===== config.mk =====
export PLATFORM = sky130hd
export DESIGN_NAME = ram_fifo_ctrl
export DESIGN_NICKNAME = d
export VERILOG_FILES = /design/src/rtl/ram_fifo_ctrl.sv
export SDC_FILE = /design/constraint.sdc
export NUM_CORES = 1
export LEC_CHECK = 0
export BUFFER_PORTS_ARGS = -buffer_cell sky130_fd_sc_hd__buf_4
export CORE_MARGIN = 5
export CORE_UTILIZATION = 40
export CTS_CLUSTER_DIAMETER = 200
export DETAILED_ROUTE_END_ITERATION = 16
export PLACE_DENSITY = 0.78
export SETUP_SLACK_MARGIN = 0.2
export SLEW_MARGIN = 0
export SYNTH_ARGS = -nofsm -noshare
export SYNTH_HDL_FRONTEND = slang
export SYNTH_SLANG_ARGS = --single-unit

===== constraint.sdc =====
create_clock -name clk -period 8.2 [get_ports clk]
set_clock_uncertainty 0.1 [all_clocks]
set_input_delay 2.46 -clock clk [delete_from_list [all_inputs] [get_ports clk]]
set_output_delay 2.46 -clock clk [all_outputs]
set_load 0.01 [all_outputs]

===== src/rtl/ram_fifo_ctrl.sv =====
// ram_fifo_ctrl: FIFO controller in front of a single-port synchronous RAM.
// A one-entry output register is prefetched from the RAM, so up to DEPTH+1
// words are held in total. Reads take priority over writes for the RAM port.
// Optional feature: define RAM_FIFO_CTRL_ALMOST_FULL_EN to add the registered
// almost_full output (count >= AF_LEVEL).
//
// state  | meaning
// S_IDLE | no read in flight; a prefetch read or a write may use the RAM
// S_RD   | read issued last cycle; ram_dout is captured into rd_data
module ram_fifo_ctrl #(
  parameter int DATA_WIDTH = 8,
  parameter int ADDR_WIDTH = 4,
  parameter int AF_LEVEL   = 12
) (
  input  logic                  clk,
  input  logic                  rst,
  input  logic                  wr_valid,
  output logic                  wr_ready,
  input  logic [DATA_WIDTH-1:0] wr_data,
  output logic                  rd_valid,
  input  logic                  rd_ready,
  output logic [DATA_WIDTH-1:0] rd_data,
  output logic [ADDR_WIDTH:0]   count,
  output logic                  ram_we,
  output logic                  ram_re,
  output logic [ADDR_WIDTH-1:0] ram_addr,
  output logic [DATA_WIDTH-1:0] ram_din,
  input  logic [DATA_WIDTH-1:0] ram_dout
`ifdef RAM_FIFO_CTRL_ALMOST_FULL_EN
  ,
  output logic                  almost_full
`endif
);

  localparam int DEPTH = 2**ADDR_WIDTH;
  localparam logic [ADDR_WIDTH:0] DEPTH_CNT = (ADDR_WIDTH+1)'(DEPTH);

  typedef enum logic {S_IDLE, S_RD} state_t;

  state_t                state;
  logic [ADDR_WIDTH-1:0] wr_ptr;
  logic [ADDR_WIDTH-1:0] rd_ptr;
  logic [ADDR_WIDTH:0]   count_nxt;
  logic                  rd_go;
  logic                  wr_fire;

  // RAM port arbitration: prefetch read wins, write fills remaining cycles
  always_comb begin
    rd_go     = !rst && (state == S_IDLE) && !rd_valid && (count != '0);
    wr_ready  = !rst && (count < DEPTH_CNT) && !rd_go;
    wr_fire   = wr_valid && wr_ready;
    ram_we    = wr_fire;
    ram_re    = rd_go;
    ram_addr  = '0;
    ram_din   = '0;
    count_nxt = count;
    if (wr_fire) begin
      ram_addr  = wr_ptr;
      ram_din   = wr_data;
      count_nxt = count + 1'b1;
    end else if (rd_go) begin
      ram_addr  = rd_ptr;
      count_nxt = count - 1'b1;
    end
  end

  // Pointers, occupancy and the read FSM with its output register
  always_ff @(posedge clk) begin
    if (rst) begin
      state    <= S_IDLE;
      wr_ptr   <= '0;
      rd_ptr   <= '0;
      count    <= '0;
      rd_valid <= 1'b0;
      rd_data  <= '0;
    end else begin
      count <= count_nxt;
      if (wr_fire)
        wr_ptr <= wr_ptr + 1'b1;
      if (rd_go)
        rd_ptr <= rd_ptr + 1'b1;
      case (state)
        S_IDLE: begin
          if (rd_valid && rd_ready)
            rd_valid <= 1'b0;
          if (rd_go)
            state <= S_RD;
        end
        S_RD: begin
          // rd_valid is always low here, so no consume can collide with the load
          rd_data  <= ram_dout;
          rd_valid <= 1'b1;
          state    <= S_IDLE;
        end
      endcase
    end
  end

`ifdef RAM_FIFO_CTRL_ALMOST_FULL_EN
  localparam logic [ADDR_WIDTH:0] AF_CNT = (ADDR_WIDTH+1)'(AF_LEVEL);

  // Registered from the next count so it tracks count without a cycle of lag
  always_ff @(posedge clk) begin
    if (rst)
      almost_full <= 1'b0;
    else
      almost_full <= (count_nxt >= AF_CNT);
  end
`endif

endmodule


==> flow_metrics.env <==
export IMPL_status="complete, no violations"
export IMPL_grt_pass1_vias=990
export IMPL_wl_per_cell_microns=12.8
export IMPL_drt_vias_per_instance=5.13
export IMPL_drt_initial_drc_count=24
export IMPL_synth_area_top_cells="dfxtp_1 (40%), mux2i_1 (10%), nor2_1 (6.5%)"
export IMPL_fin_hold_ws_ns=0.391
export IMPL_cts_resized=0
export IMPL_finalCriticalPeriod_ns=6.17
export IMPL_clock_fmax_mhz=162
export IMPL_cts_htree_levels=1
export IMPL_power_leakage_uw=0.000722
export IMPL_die_y_microns=63.9
export IMPL_drive_gt1_share_pct=37.1
export IMPL_worstRegToRegCells=7
export IMPL_vias=1031
export IMPL_cts_root_buf="clkbuf_4"
export IMPL_synth_edf_count=0
export IMPL_setup_tns_ns=0
export IMPL_seq_area_sq_um=460
export IMPL_post_cts_buffers=0
export IMPL_portBuffers=48
export IMPL_cts_tree="done"
export IMPL_grt_pass1_wl_microns=4350
export IMPL_multi_input_area_sq_um=651
export IMPL_syn_nets=149
export IMPL_worst_endpoint_arrival_ns=3.61
export IMPL_hold_buffers=0
export IMPL_path_clk_slew_ns=0.12
export IMPL_diodes=0
export IMPL_io_pins=49
export IMPL_layout_setup_ws_ns=2.03
export IMPL_max_vdd_ir_drop_mv=0.213
export IMPL_ys_types=33
export IMPL_drv_cap=0
export IMPL_seq_area_frac_synth_pct=39.7
export IMPL_firstDrtPassIters=4
export IMPL_p_total_uw=484
export IMPL_synthArstFlopShare_pct=0
export IMPL_overflow=0
export IMPL_path_class="input pin to output pin"
export IMPL_avgSynthCellArea_sq_um=9.44
export IMPL_track_usage_pct=12.8
export IMPL_period_share_pct=75.3
export IMPL_critPathMaxFanout=16
export IMPL_worst_slew_pin_slew_ns=0.583
export IMPL_slew_viol_final=0
export IMPL_die_x_microns=63.9
export IMPL_synth_top_area_share_pct=39.7
export IMPL_nFillCells=236
export IMPL_hold_class="register to register"
export IMPL_dp_hpwl_microns=2100
export IMPL_cts_buffers=3
export IMPL_synth_main_ff_cell="dfxtp_1"
export IMPL_core_sq_mm=0.00276
export IMPL_postRouteAntennaNets=0
export IMPL_syn_cell_area_sq_mm=0.00116
export IMPL_cp_data_required_time_ns=5.64
export IMPL_grt_antenna_before_repair=0
export IMPL_ys_warn_count=0
export IMPL_die_area_sq_mm=0.00408
export IMPL_finalCoreUtilization_pct=56.6
export IMPL_nets=197
export IMPL_cts_max_path_buffers=2
export IMPL_clock_sinks=23
export IMPL_syn_inst=123
export IMPL_place_congestion=0.729
export IMPL_synthToLayoutAreaGrowth_pct=34.4
export IMPL_power_density_mw_per_mm2=310
export IMPL_pre_cts_ws_ns=1.99
export IMPL_wl_microns=2570
export IMPL_clkLatencyLatePin_ns=0.30
export IMPL_setup_viol=0
export IMPL_holdPathStages=1
export IMPL_ys_seq_elements=23
export IMPL_rsz0062_at_grt="no"
export IMPL_drc=0
export IMPL_end_kind="output pin"
export IMPL_grt_start_max_net_pins=27
export IMPL_start_util_pct=42.1
export IMPL_yosys_area_top_type="dfxtp_1"
export IMPL_start_kind="input pin"
export IMPL_rows=19
export IMPL_max_slew_margin_pct=61.0
export IMPL_hold_viol=0
-- placed cells by master, fill, tap and decap left out --
| cell | n |
|---|---|
| clkbuf_4 | 3 |
| inv_2 | 1 |
| buf_4 | 48 |
| or4_4 | 1 |
| fa_1 | 1 |
| or2_2 | 1 |
| a41oi_1 | 1 |
| nor3b_1 | 1 |
| a211oi_4 | 1 |
| nand2b_1 | 2 |
| dfxtp_1 | 23 |
| a221oi_2 | 1 |
| nor3_1 | 2 |
| o2111ai_1 | 1 |
| nor2_1 | 20 |
| inv_1 | 5 |
| nand3_1 | 3 |
| a211oi_1 | 3 |
| mux2i_1 | 12 |
| a21o_2 | 1 |
| nor4_1 | 1 |
| a21oi_1 | 5 |
| xnor2_1 | 7 |
| a22o_2 | 4 |
| a21o_1 | 1 |
| and2_1 | 8 |
| ha_1 | 5 |
| or3_2 | 1 |
| and3_1 | 1 |
| clkinv_2 | 1 |
| o21ai_0 | 3 |
| nand2_1 | 2 |
-- logic make-up (layout without fill, tap and decap cells) --
group / count (synthesis) / in the layout / synth area share [%]
compound gates: 21 / 21 / 14.8
xor+xnor: 7 / 7 / 5.28
buf+inv: 11 / 58 / 4.31
fa+ha+maj: 6 / 6 / 7.11
flops: 23 / 23 / 39.7
simple gates: 43 / 43 / 18.5
mux: 12 / 12 / 10.3
-- metal layers --
metal / global-route usage, % / up-vias / wire length (microns)
met3: 3.33 / 2 / 254
met4: 4.68 / 0 / 19
met1: 15.0 / 467 / 1030
li1: - / 519 / -
met2: 22.2 / 43 / 1280
met5: 0 / - / 0
-- where the power goes --
group / internal [uW] / switching (uW) / leakage [uW] / total [uW]
Clock: 18.2 / 31.7 / 0.0000177 / 49.9
Sequential: 141 / 39.3 / 0.000188 / 180
Combinational: 132 / 122 / 0.000516 / 254
Total: 291 / 193 / 0.000722 / 484
-- per-stage QoR --
| step | cell area [sq um] | std cells |
|---|---|---|
| after floorplan | 1160 | 123 |
| after global placement | 1530 | 197 |
| after detailed placement | 1530 | 197 |
| after CTS | 1560 | 201 |
| after global routing | 1560 | 201 |
| final | 1560 | 201 |
-- worst max-delay path, stage by stage --
cell and delay [ns]:
buf_4 0.09, nand2b_1 0.14, a211oi_4 0.56, a22o_2 0.25, buf_4 0.11
-- path summary, 6_finish.rpt --
check | start | end | slack (ns)
setup / recovery | wr_valid | ram_addr[2] | 2.03
hold reg to reg | rd_ptr[2]$_SDFFE_PP0P_ | rd_ptr[2]$_SDFFE_PP0P_ | 0.39
hold / removal | rd_ptr[2]$_SDFFE_PP0P_ | rd_ptr[2]$_SDFFE_PP0P_ | 0.39
setup reg to reg | count[0]$_SDFFE_PP0P_ | count[4]$_SDFFE_PP0P_ | 5.24
-- synthesized netlist by cell type, types with 3 or more instances --
cell type	count
dfxtp_1	23
nor2_1	20
mux2i_1	12
and2_1	8
xnor2_1	7
a21oi_1	5
ha_1	5
inv_1	5
a22o_2	4
a211oi_1	3
nand3_1	3
o21ai_0	3
-- layout make-up --
class / instances / share of cell area (%)
multi-input cells: 89 / 41.7
flip-flops and latches: 23 / 29.5
inverters: 6 / 1.44
clock buffers: 3 / 1.44
well taps: 31 / 2.49
clock inverters: 1 / 0.321
repair buffers: 48 / 23.1
-- flip-flops by register name, indices dropped and copies added (netlist names) --
signal,count
rd_data,8
state,1
rd_valid,1
wr_ptr,4
rd_ptr,4
count,5
Note: power is estimated with default switching activity, not from simulation.
